--- config.mk ---
export PLATFORM = sky130hd
export DESIGN_NAME = ild1420_avg
export DESIGN_NICKNAME = d
export VERILOG_FILES = /design/src/rtl/ild1420_avg.sv
export SDC_FILE = /design/constraint.sdc
export NUM_CORES = 1
export LEC_CHECK = 0
export BUFFER_PORTS_ARGS = -buffer_cell sky130_fd_sc_hd__buf_2
export CAP_MARGIN = 10
export CORE_ASPECT_RATIO = 0.7
export CORE_MARGIN = 4
export CORE_UTILIZATION = 40
export CTS_CLUSTER_DIAMETER = 120
export DETAILED_ROUTE_END_ITERATION = 8
export GPL_ROUTABILITY_DRIVEN = 0
export HOLD_SLACK_MARGIN = 0.15
export REMOVE_ABC_BUFFERS = 1
export SLEW_MARGIN = 40
export SYNTH_ARGS = -nofsm -noshare
export SYNTH_HDL_FRONTEND = slang
export SYNTH_SLANG_ARGS = --single-unit
--- constraint.sdc ---
create_clock -name clk -period 3.7 [get_ports clk]
set_input_delay 0.555 -clock clk [delete_from_list [all_inputs] [get_ports clk]]
set_output_delay 0.555 -clock clk [all_outputs]
set_load 0.02 [all_outputs]
--- src/rtl/ild1420_avg.sv ---
// Moving-average filter for ild1420 distance samples over a 2^LOG2_N window.
// Define ILD1420_AVG_TIMEOUT_EN to compile in the stale-data watchdog.
module ild1420_avg #(
   parameter int unsigned LOG2_N         = 3,
   parameter int unsigned TIMEOUT_CYCLES = 400000
) (
   input  logic        clk,
   input  logic        rst_n,
   input  logic [15:0] distance,
   input  logic [1:0]  error,
   input  logic        fresh,
   input  logic        clear,
   output logic [15:0] avg_distance,
   output logic        avg_valid,
   output logic        avg_update,
   output logic [15:0] reject_count,
   output logic        stale
);

   localparam int unsigned N  = 1 << LOG2_N;
   localparam int unsigned CW = LOG2_N + 1;
   localparam int unsigned SW = 16 + LOG2_N;

   typedef enum logic {StFill, StRun} state_e;

   state_e            state_q, state_d;
   logic [LOG2_N-1:0] ptr_q, ptr_d;
   logic [CW-1:0]     fill_q, fill_d;
   logic [SW-1:0]     sum_q, sum_d;
   logic [15:0]       avg_q, avg_d;
   logic              valid_q, valid_d;
   logic              upd_q, upd_d;
   logic [15:0]       rej_q, rej_d;
   logic              stale_q, stale_d;
   logic [15:0]       buf_q [N];

   logic        accept, reject, timeout;
   logic [15:0] evicted;

   // clear takes priority over a coincident fresh: the sample is neither stored nor rejected
   assign accept  = fresh && !clear && (error == 2'b00);
   assign reject  = fresh && !clear && (error != 2'b00);
   assign evicted = (state_q == StRun) ? buf_q[ptr_q] : 16'd0;

`ifdef ILD1420_AVG_TIMEOUT_EN
   localparam int unsigned TW = $clog2(TIMEOUT_CYCLES + 1);
   logic [TW-1:0] tmo_q, tmo_d;

   always_comb begin
      tmo_d = tmo_q;
      if (fresh || clear) begin
         tmo_d = '0;
      end else if (tmo_q != TW'(TIMEOUT_CYCLES)) begin
         tmo_d = tmo_q + 1'b1;
      end
   end

   // Fires once, on the cycle the counter reaches its saturation value
   assign timeout = !fresh && !clear && (tmo_q == TW'(TIMEOUT_CYCLES - 1));

   always_ff @(posedge clk or negedge rst_n) begin
      if (!rst_n) begin
         tmo_q <= '0;
      end else begin
         tmo_q <= tmo_d;
      end
   end
`else
   assign timeout = 1'b0;
`endif

   always_comb begin
      state_d = state_q;
      ptr_d   = ptr_q;
      fill_d  = fill_q;
      sum_d   = sum_q;
      avg_d   = avg_q;
      valid_d = valid_q;
      upd_d   = 1'b0;
      rej_d   = rej_q;
      stale_d = stale_q;
      if (clear) begin
         state_d = StFill;
         ptr_d   = '0;
         fill_d  = '0;
         sum_d   = '0;
         avg_d   = '0;
         valid_d = 1'b0;
         rej_d   = '0;
         stale_d = 1'b0;
      end else if (accept) begin
         ptr_d   = ptr_q + 1'b1;
         sum_d   = sum_q + SW'(distance) - SW'(evicted);
         stale_d = 1'b0;
         if (state_q == StFill) begin
            fill_d = fill_q + 1'b1;
            if (fill_d == CW'(N)) begin
               state_d = StRun;
            end
         end
         if (state_d == StRun) begin
            avg_d   = 16'(sum_d >> LOG2_N);
            upd_d   = 1'b1;
            valid_d = 1'b1;
         end
      end else if (reject) begin
         if (rej_q != 16'hFFFF) begin
            rej_d = rej_q + 1'b1;
         end
      end else if (timeout) begin
         state_d = StFill;
         ptr_d   = '0;
         fill_d  = '0;
         sum_d   = '0;
         avg_d   = '0;
         valid_d = 1'b0;
         stale_d = 1'b1;
      end
   end

   always_ff @(posedge clk or negedge rst_n) begin
      if (!rst_n) begin
         state_q <= StFill;
         ptr_q   <= '0;
         fill_q  <= '0;
         sum_q   <= '0;
         avg_q   <= '0;
         valid_q <= 1'b0;
         upd_q   <= 1'b0;
         rej_q   <= '0;
         stale_q <= 1'b0;
      end else begin
         state_q <= state_d;
         ptr_q   <= ptr_d;
         fill_q  <= fill_d;
         sum_q   <= sum_d;
         avg_q   <= avg_d;
         valid_q <= valid_d;
         upd_q   <= upd_d;
         rej_q   <= rej_d;
         stale_q <= stale_d;
      end
   end

   // Sample storage needs no reset: entries are only read once the fill counter covers them
   always_ff @(posedge clk) begin
      if (accept) begin
         buf_q[ptr_q] <= distance;
      end
   end

   assign avg_distance = avg_q;
   assign avg_valid    = valid_q;
   assign avg_update   = upd_q;
   assign reject_count = rej_q;
   assign stale        = stale_q;

endmodule

==> run summary <==
Req. time, crit path = 4040 ps
DP Worst Slack = -113.7 ps
# diodes = 0
total routed wirelength = 22,030 um
CTS max path bufs = 2
Core Util, Final = 50.81%
WHS = 403.8 ps
WL/cell = 18.60 um
Synth area leader = edfxtp_1
Via-to-Cell Ratio = 5.090
r2r setup slk = 7 ps
Final WS setup = 6.891 ps
Post-Syn Area = 9185 um2
RSZ-0062 raised after global routing = yes
Top FF cell, synth = edfxtp_1
first drt pass iteration count = 5
Initial Utilization = 40.61%
TritonCTS clock tree = done
die height = 134.8 um
highest clock rate = 270.8 MHz
Clk pin slew, worst setup/hold paths = 70 ps
first-pass GRT wire length = 34,690 um
Top Ports = 57
PortBufs = 55
CP Class = reg -> reg
Max-Slew Margin vs Limit = 56.30%
Seq/Total Area, Yosys = 58.47%
initial antenna violation count = 0
clk root buf = clkbuf_16
Cells after Synth = 733
YS warnings = 0
actual slew at the worst max-slew pin = 653.0 ps
DRT antenna net count = 0
asr flop ratio synth = 32.28%
dpl hpwl = 15,090 um
grt total ovfl = 0
Yosys top cell area share = 41.85%
Tmin final = 3693 ps
clock net sink count = 189
fin nets = 919
Arr. time, crit path = 4030 ps
crit share post-route = 99.81%
startpoint types = flop
1st-iter DRT viols = 418
pwr dens = 445.1 nW/um2
Die W = 189.1 um
final cell count without fillers = 1,184
Worst Setup End Kind = flop
Cell Rows = 46
via count = 6,026
Final setup viols = 0
total track usage = 17.67%
Unique masters post-synth = 61
crit-path max FO = 6
layout cells sized above 1 = 31.77%
CTS Buf Count = 17
VDD IR max = 360.4 uV
number of global-route vias before repair = 6,045
DP Cell Count = 1,137
H-tree levels = 4
highest-count cells in the layout ignoring fill and taps = edfxtp_1 (128), nor2_1 (79), buf_4 (78), inv_1 (67), dfrtp_1 (60)
synthesized flop and latch total = 189
Hold Path Class = in -> reg
syn avg cell area = 12.53 um2
commonest non-fill, non-tap cell in the layout = edfxtp_1
final clock skew = 15.32 ps
worst skew pair latency = 440 ps
Area Growth Syn to Fin = 25.13%
MaxCap Viol Count = 0
Die ar. = 25,490 um2
Pleak = 4.484 nW
Final Max Tran Viols = 0
top cells by area, synth = edfxtp_1 (42%), dfrtp_1 (17%), mux4_2 (4.4%)
core area = 22,620 um2
largest net degree at the start of global routing = 46
Hold Vio Cnt, Final = 0
DRC Markers = 0
number of synthesized flops with an enable pin = 128
status = complete, no violations
[metal layers]
metal	routed length (um)	GRT usage (%)	up-vias
li1	-	-	2853
met1	11270	27.72	3041
met2	9488	25.05	111
met3	964	3.307	21
met4	303	5.057	0
met5	0	0	-
[critical path, stage by stage, from the launching register on]
cell and delay (ps):
dfrtp_2 430, buf_8 150, buf_4 110, mux4_2 500, mux2i_2 200, nor2_1 80, fa_1 480, inv_1 40
ha_1 280, o21ai_1 120, o21ai_4 210, nand2_1 130, o21ai_2 180, a311oi_2 140, or4_1 420, o311ai_1 100
[cells in the mapped netlist, types with 3 or more instances]
cell type,instances
o21ai_1,5
a211o_1,3
mux4_2,18
a211oi_1,4
o21ai_0,14
nor2_1,81
nand2b_1,3
or4_1,3
buf_1,3
nand4_1,8
o31ai_1,5
mux2_2,10
a21oi_1,29
buf_4,3
nor2b_1,3
ha_1,22
a31oi_1,8
a21o_1,4
clkbuf_1,24
or3_1,4
fa_1,16
o21a_1,8
nand2_1,47
xnor2_1,21
nand3b_1,8
a22oi_1,10
nor3_1,4
mux2i_1,30
and2_1,3
nand3_1,7
buf_2,8
inv_1,71
dfrtp_1,61
o22ai_1,8
xor2_1,15
edfxtp_1,128
and3_1,5
o311ai_1,3
[power by group]
| part | switching [W] | internal [W] |
|---|---|---|
| clock network | 0.000859 | 0.00101 |
| logic | 0.000509 | 0.000438 |
| registers | 0.0000141 | 0.00228 |
| total | 0.00138 | 0.00373 |
[worst paths after layout]
check,startpoint,endpoint,cells past startpoint
worst min-delay path,distance[8],buf_q[4][8]$_DFFE_PP_,1
min in group asynchronous,rst_n,fill_q[2]$_DFFE_PN0P_,2
worst max register to register,ptr_q[0]$_DFFE_PN0P_,sum_q[17]$_DFFE_PN0P_,15
worst max-delay path,ptr_q[0]$_DFFE_PN0P_,sum_q[17]$_DFFE_PN0P_,15
max in group asynchronous,rst_n,sum_q[0]$_DFFE_PN0P_,3
worst min register to register,avg_distance[9]$_DFFE_PN0P_,avg_distance[9]$_DFFE_PN0P_,2
[sequential cells by signal, summed over array words and instances (netlist names)]
name          count
avg_distance     16
avg_update        1
avg_valid         1
buf_q           128
fill_q            4
ptr_q             3
reject_count     16
state_q           1
sum_q            19
[cells by family after synthesis]
logic type / synth area share (%)
compound gates: 8.487
xor+xnor: 3.433
fa+ha+maj: 6.484
buf+inv: 4.781
flops: 58.47
mux: 8.909
other cells: 0.04083
simple gates: 9.399
[what timing repair did]
item,in CTS,in global routing
resized for setup,35,49
endpoints found under the hold margin,16,0
hold buffers,1,0
pin swaps,15,24
setup buffers,6,8
setup endpoints to repair,15,25
cloned,1,0
[stage by stage]
stage	power (W)	area, um2	setup TNS (ps)
floorplan	0.002778	9016	-21600
global placement	0.003074	10330	-178.3
detailed placement	0.003079	10330	-599.5
CTS	0.005014	11170	-18.99
global route	0.005339	11490	-1067
finish	0.005116	11490	0
[final cells by class]
cell class                      instances  area, um2
Tap cell                              312      390.4
Clock inverter                         14      158.9
Inverter                               72      270.3
Multi-Input combinational cell        433       3791
Timing Repair Buffer                  146       1082
Clock buffer                           18      429.2
Sequential cell                       189       5371
Fill cell                            1952      11130
Note: power is estimated with default switching activity, not from simulation.
